==> config.mk <==
export PLATFORM = sky130hd
export DESIGN_NAME = delta_neuron_scheduler
export DESIGN_NICKNAME = d
export VERILOG_FILES = /design/src/rtl/delta_liafn_pkg.sv /design/src/rtl/delta_neuron_update.sv /design/src/rtl/delta_neuron_scheduler.sv
export SDC_FILE = /design/constraint.sdc
export NUM_CORES = 1
export LEC_CHECK = 0
export CELL_PAD_IN_SITES_DETAIL_PLACEMENT = 0
export CELL_PAD_IN_SITES_GLOBAL_PLACEMENT = 2
export CORE_UTILIZATION = 40
export DETAILED_ROUTE_END_ITERATION = 12
export GPL_TIMING_DRIVEN = 0
export PLACE_DENSITY = 0.79
export SYNTH_ARGS = -nofsm -noshare
export SYNTH_HDL_FRONTEND = slang
export SYNTH_SLANG_ARGS = --single-unit
==> constraint.sdc <==
create_clock -name clk -period 7.15 [get_ports clk]
set_input_delay 1.43 -clock clk [delete_from_list [all_inputs] [get_ports clk]]
set_output_delay 1.43 -clock clk [all_outputs]
set_load 0.005 [all_outputs]
==> src/rtl/delta_liafn_pkg.sv <==
// Shared types for the delta-spiking neuron scheduler: FSM encoding, default
// datapath width and the event record passed to readout logic.
package delta_liafn_pkg;

  localparam int W_DEFAULT = 8;
  localparam int IDX_W_MAX = 4;

  typedef enum logic [2:0] {
    S_IDLE,
    S_FETCH,
    S_UPDATE,
    S_EMIT,
    S_DONE
  } fsm_state_t;

  typedef struct packed {
    logic [IDX_W_MAX-1:0] idx;
    logic [W_DEFAULT-1:0] delta;
  } event_t;

endpackage

==> src/rtl/delta_neuron_update.sv <==
// Combinational leaky-integrate step for one neuron: leak, add current,
// saturate, then measure the change against the last reported value.
module delta_neuron_update
  import delta_liafn_pkg::*;
#(
  parameter int W            = W_DEFAULT,
  parameter int DELTA_THRESH = 10,
  parameter int LEAK_SHIFT   = 2
) (
  input  logic [W-1:0] s,
  input  logic [W-1:0] cur,
  input  logic [W-1:0] last,
  output logic [W-1:0] new_s,
  output logic [W-1:0] delta,
  output logic         spike
);

  localparam logic signed [W:0] THRESH = (W+1)'(DELTA_THRESH);

  logic [W-1:0]        leak;
  logic [W-1:0]        kept;
  logic [W:0]          sum;
  logic signed [W:0]   diff;

  always_comb begin
    leak  = s >> LEAK_SHIFT;
    kept  = s - leak;
    sum   = {1'b0, kept} + {1'b0, cur};
    new_s = sum[W] ? {W{1'b1}} : sum[W-1:0];
    // Extra sign bit keeps a decaying membrane from looking like a large positive change
    diff  = $signed({1'b0, new_s}) - $signed({1'b0, last});
    delta = diff[W-1:0];
    spike = (diff >= THRESH);
  end

endmodule

==> src/rtl/delta_neuron_scheduler.sv <==
// Sweeps N virtual neurons through one shared update datapath per timestep
// and emits (index, delta) events over a valid/ready port.
module delta_neuron_scheduler
  import delta_liafn_pkg::*;
#(
  parameter int N_NEURONS    = 4,
  parameter int W            = W_DEFAULT,
  parameter int DELTA_THRESH = 10,
  parameter int LEAK_SHIFT   = 2,
  parameter int IDX_W        = $clog2(N_NEURONS)
) (
  input  logic             clk,
  input  logic             rst_n,
  input  logic             step,
  output logic [IDX_W-1:0] cur_idx,
  input  logic [W-1:0]     cur_in,
  output logic             ev_valid,
  input  logic             ev_ready,
  output logic [IDX_W-1:0] ev_idx,
  output logic [W-1:0]     ev_delta,
  output logic             busy,
  output logic             done,
  output logic             overrun,
  output logic [W-1:0]     dbg_state
);

  localparam logic [IDX_W-1:0] LAST_IDX = IDX_W'(N_NEURONS - 1);

  fsm_state_t       fsm_reg, fsm_next;
  logic [IDX_W-1:0] idx_reg, idx_next;
  logic [W-1:0]     s_reg, cur_reg;
  logic             ev_valid_reg;
  logic [IDX_W-1:0] ev_idx_reg;
  logic [W-1:0]     ev_delta_reg;
  logic             overrun_reg;

  logic [W-1:0]     state_mem [N_NEURONS];
  logic [W-1:0]     last_mem  [N_NEURONS];

  logic [W-1:0]     new_s;
  logic [W-1:0]     delta;
  logic             spike;
  logic             handshake;

  delta_neuron_update #(
    .W            (W),
    .DELTA_THRESH (DELTA_THRESH),
    .LEAK_SHIFT   (LEAK_SHIFT)
  ) u_update (
    .s     (s_reg),
    .cur   (cur_reg),
    .last  (last_mem[idx_reg]),
    .new_s (new_s),
    .delta (delta),
    .spike (spike)
  );

  assign handshake = ev_valid_reg && ev_ready;

  always_comb begin
    fsm_next = fsm_reg;
    idx_next = idx_reg;
    case (fsm_reg)
      S_IDLE: begin
        if (step) begin
          fsm_next = S_FETCH;
          idx_next = '0;
        end
      end
      S_FETCH: fsm_next = S_UPDATE;
      S_UPDATE: begin
        if (spike) begin
          fsm_next = S_EMIT;
        end else if (idx_reg == LAST_IDX) begin
          fsm_next = S_DONE;
        end else begin
          idx_next = idx_reg + 1'b1;
          fsm_next = S_FETCH;
        end
      end
      S_EMIT: begin
        if (handshake) begin
          if (idx_reg == LAST_IDX) begin
            fsm_next = S_DONE;
          end else begin
            idx_next = idx_reg + 1'b1;
            fsm_next = S_FETCH;
          end
        end
      end
      S_DONE: begin
        fsm_next = S_IDLE;
        idx_next = '0;
      end
      default: begin
        fsm_next = S_IDLE;
        idx_next = '0;
      end
    endcase
  end

  always_ff @(posedge clk or negedge rst_n) begin
    if (!rst_n) begin
      fsm_reg      <= S_IDLE;
      idx_reg      <= '0;
      s_reg        <= '0;
      cur_reg      <= '0;
      ev_valid_reg <= 1'b0;
      ev_idx_reg   <= '0;
      ev_delta_reg <= '0;
      overrun_reg  <= 1'b0;
    end else begin
      fsm_reg <= fsm_next;
      idx_reg <= idx_next;
      if (fsm_reg == S_FETCH) begin
        s_reg   <= state_mem[idx_reg];
        cur_reg <= cur_in;
      end
      if (fsm_reg == S_UPDATE && spike) begin
        ev_valid_reg <= 1'b1;
        ev_idx_reg   <= idx_reg;
        ev_delta_reg <= delta;
      end else if (fsm_reg == S_EMIT && handshake) begin
        ev_valid_reg <= 1'b0;
      end
      // Any strobe outside IDLE (DONE included) is dropped but remembered
      if (step && fsm_reg != S_IDLE) begin
        overrun_reg <= 1'b1;
      end
    end
  end

  genvar gi;
  generate
    for (gi = 0; gi < N_NEURONS; gi++) begin : g_neuron
      logic [W-1:0] state_q;
      logic [W-1:0] last_q;
      logic         wr_en;

      assign wr_en = (fsm_reg == S_UPDATE) && (idx_reg == IDX_W'(gi));

      always_ff @(posedge clk or negedge rst_n) begin
        if (!rst_n) begin
          state_q <= '0;
          last_q  <= '0;
        end else if (wr_en) begin
          state_q <= new_s;
          if (spike) begin
            last_q <= new_s;
          end
        end
      end

      assign state_mem[gi] = state_q;
      assign last_mem[gi]  = last_q;
    end
  endgenerate

  assign cur_idx   = idx_reg;
  assign ev_valid  = ev_valid_reg;
  assign ev_idx    = ev_idx_reg;
  assign ev_delta  = ev_delta_reg;
  assign busy      = (fsm_reg != S_IDLE);
  assign done      = (fsm_reg == S_DONE);
  assign overrun   = overrun_reg;
  assign dbg_state = state_mem[idx_reg];

endmodule

==> metrics.txt <==
outcome=complete, no violations; highest-delay cell along the critical path=a211oi_4; post-detailed-placement half-perimeter wirelength=8700 um; Reg2Reg Setup Slack=880 ps; startpoint type of the worst setup path=flop; buffers inserted during post-CTS setup optimization=0; setup repair after global routing missed its margin=no; ratio of cells with drive above 1 in the final layout=19.7%; number of filler cells placed in the layout=1,209; Final Cycle Share=87.7%; reg2reg path depth=23; area growth from synthesis to layout=16.8%; crit path kind=flop to flop; number of global-route vias before repair=3,672; Synth Net Count=518; number of vias per cell after detailed routing=5.22; cells after synthesis=476; critical path's largest stage delay=450 ps; Slew Limit Headroom=33.5%; site row count=41; Synth async-reset ratio=100%; overall overflow remaining after global route=0; antenna diode count=0; setup violators final=0; count of input and output buffers=35; width of the chip=118 um; Bufs and invs on worst path=2; Sequential Area=2430 um2; clock latency on the worst-skew pair=350 ps; Top delay family on crit path=compound AO/OA/AOI/OAI gates; Critical R2R Launch=s_reg[3]; fmax=0.160 GHz; worst hold path startpoint=overrun; post-synthesis cell type count=50; launching instance or port of the critical path=s_reg[3]; die outline height=118 um; Worst EP arrival=6500 ps; class of the worst hold path=flop to flop; maximum number of buffers from clock root to sink=2; design area=6230 um2; total number of vias=3,651; slew of the pin with the lowest slew margin=991 ps; weighted congestion reported at the end of routability-driven placement=0.781; wire length of the first global-routing pass=19,500 um; required time at the worst-slack endpoint=7380 ps; Top Ports=36; CTS tree=built; wire length per cell after detailed routing=17.1 um; clock transition at the register clock pins on the worst setup and hold paths after CTS=70 ps; post-cts resize count=0; Residual DRC=0; summed instance area of the synthesized netlist=5340 um2; Sink Count=97; count of antenna-violating nets left after detailed routing=0; floorplan die area=13,800 um2; global-route usage over all layers=18.4%; most common cell after layout, fill and taps aside=dfrtp_1; endpoint of the worst hold path=overrun; number of buffers created by CTS=9; maximum number of pins on one net before global-route repair=69; cell area after placement=5930 um2; Root Buffer=clkbuf_16; area of the multi-input gates=2690 um2; destination of the worst register-to-register timing path=g_neuron[3].last_q[1]; Post-Route Setup TNS=0 ps; area of the core=12,800 um2; list of cells traversed by the critical path=inv_1 > ha_1 > nor2b_1 > o21ai_0 > a21boi_0 > o21ai_0 > nand2b_1 > xor2_1 > ha_1 > a21oi_1 > o21ai_0 > a21o_1 > a21oi_1 > and2_1 > inv_1 > ha_1 > a21oi_1 > a31oi_1 > a211o_1 > a2111o_1 > a211oi_4 > a21oi_2 > mux2_2; average footprint of a synthesized cell=11.2 um2; registers with the most flip-flops=g_neuron.last_q (32), g_neuron.state_q (32); setup skew after layout=9.61 ps; # hold bufs at CTS=0; clock period minus final worst setup slack=6270 ps; iteration count of the initial detailed-routing pass=4; Detailed Route WL=12,000 um; number of antenna violations at the first check in global routing=0; dominant register cell in the synthesized netlist=dfrtp_1; Warnings, synthesis=0; count of max-cap constraint violations=0; critical path peak fanout=8; Hold Vio Cnt, Final=0; Max Slew Vio Count=0; flip-flop and latch count after synthesis=97; Post-synth EDFFs=0; H-Tree Level Count=3; initial core utilization=41.6%; Post-layout nets=565; initial drt markers=151; Worst setup EP type=flop; cell count of the worst hold path=1; portion of the post-synthesis area used by sequential elements=45.5%; commonest cells after routing, fill and taps aside=dfrtp_1, mux2_2, nor2_1, a21oi_1, inv_1
==> worst reg2reg max path: stages (launching register included) <==
cell and delay, ps:
dfrtp_1 390, inv_1 120, ha_1 240, nor2b_1 120, o21ai_0 200, a21boi_0 150, o21ai_0 170, nand2b_1 100
xor2_1 200, ha_1 310, a21oi_1 180, o21ai_0 170, a21o_1 220, a21oi_1 230, and2_1 380, inv_1 190
ha_1 410, a21oi_1 340, a31oi_1 130, a211o_1 310, a2111o_1 430, a211oi_4 450, a21oi_2 320, mux2_2 380
==> logic make-up (layout without fill, tap and decap cells) <==
logic type / Yosys count / after routing / share of synthesized area, %
AO/OA/AOI/OAI: 101 / 101 / 11.9
XOR/XNOR: 16 / 16 / 2.63
multiplexers: 78 / 78 / 20.0
AND/OR/NAND/NOR: 99 / 99 / 8.32
flip-flops: 97 / 97 / 45.5
buffers and inverters: 55 / 107 / 4.17
adder cells (fa/ha/maj): 30 / 30 / 7.46
==> routing by layer <==
| layer | share of wire [%] | wire, um | track usage (%) |
|---|---|---|---|
| met5 | 0 | 0 | 0 |
| met4 | 2.0 | 244 | 5.85 |
| met3 | 2.4 | 294 | 4.80 |
| met2 | 48 | 5730 | 29.3 |
| met1 | 48 | 5730 | 24.6 |
==> cell usage after synthesis (3+ instances only) <==
library cell / instances / share of area [%]
a21o_1: 6 / 0.84
a21oi_2: 4 / 0.66
and2_1: 5 / 0.59
and3_1: 5 / 0.59
mux4_2: 16 / 6.8
ha_1: 27 / 6.3
a211oi_1: 3 / 0.42
o21ai_0: 20 / 1.9
inv_1: 37 / 2.6
nand2b_1: 4 / 0.47
a21boi_0: 4 / 0.56
fa_1: 3 / 1.1
nand2_1: 20 / 1.4
nor2_1: 46 / 3.2
mux2_4: 4 / 1.1
clkbuf_1: 12 / 0.84
mux2_2: 53 / 11
xor2_1: 5 / 0.82
dfrtp_1: 97 / 45
xnor2_1: 11 / 1.8
mux2i_1: 5 / 0.94
a21oi_1: 44 / 4.1
nand3_1: 6 / 0.56
nor3_1: 4 / 0.38
==> worst max-delay path by stage <==
stage | end | slack, ps | depth (start not counted)
after floorplan | ev_delta[3] | 1690 | 27
after global placement | g_neuron[1].last_q[6] | 940 | 23
after detailed placement | g_neuron[3].last_q[1] | 900 | 23
after CTS | g_neuron[3].last_q[1] | 860 | 23
after global routing | g_neuron[0].last_q[1] | 340 | 25
final | g_neuron[3].last_q[1] | 880 | 23
==> through the flow <==
step	instances	util (%)	setup WS (ps)	hold slack, ps
after floorplan	476	-	1690	451
after global placement	683	46.0	941	442
after detailed placement	684	46.2	898	452
after CTS	700	48.6	856	466
after global routing	700	48.6	340	490
final	700	48.6	881	460
==> cell type report <==
| cell class | instances | area share (%) |
|---|---|---|
| Inverter | 38 | 2.29 |
| Buffer | 17 | 1.28 |
| Multi-Input combinational cell | 324 | 43.1 |
| Sequential cell | 97 | 38.9 |
| Timing Repair Buffer | 36 | 6.02 |
| Clock buffer | 10 | 3.83 |
| Tap cell | 172 | 3.45 |
| Clock inverter | 6 | 1.08 |
Power of run 1 is left out: the tool's default activity adds up to more than one toggle a clock period on the data nets, which glitch-free logic cannot reach.
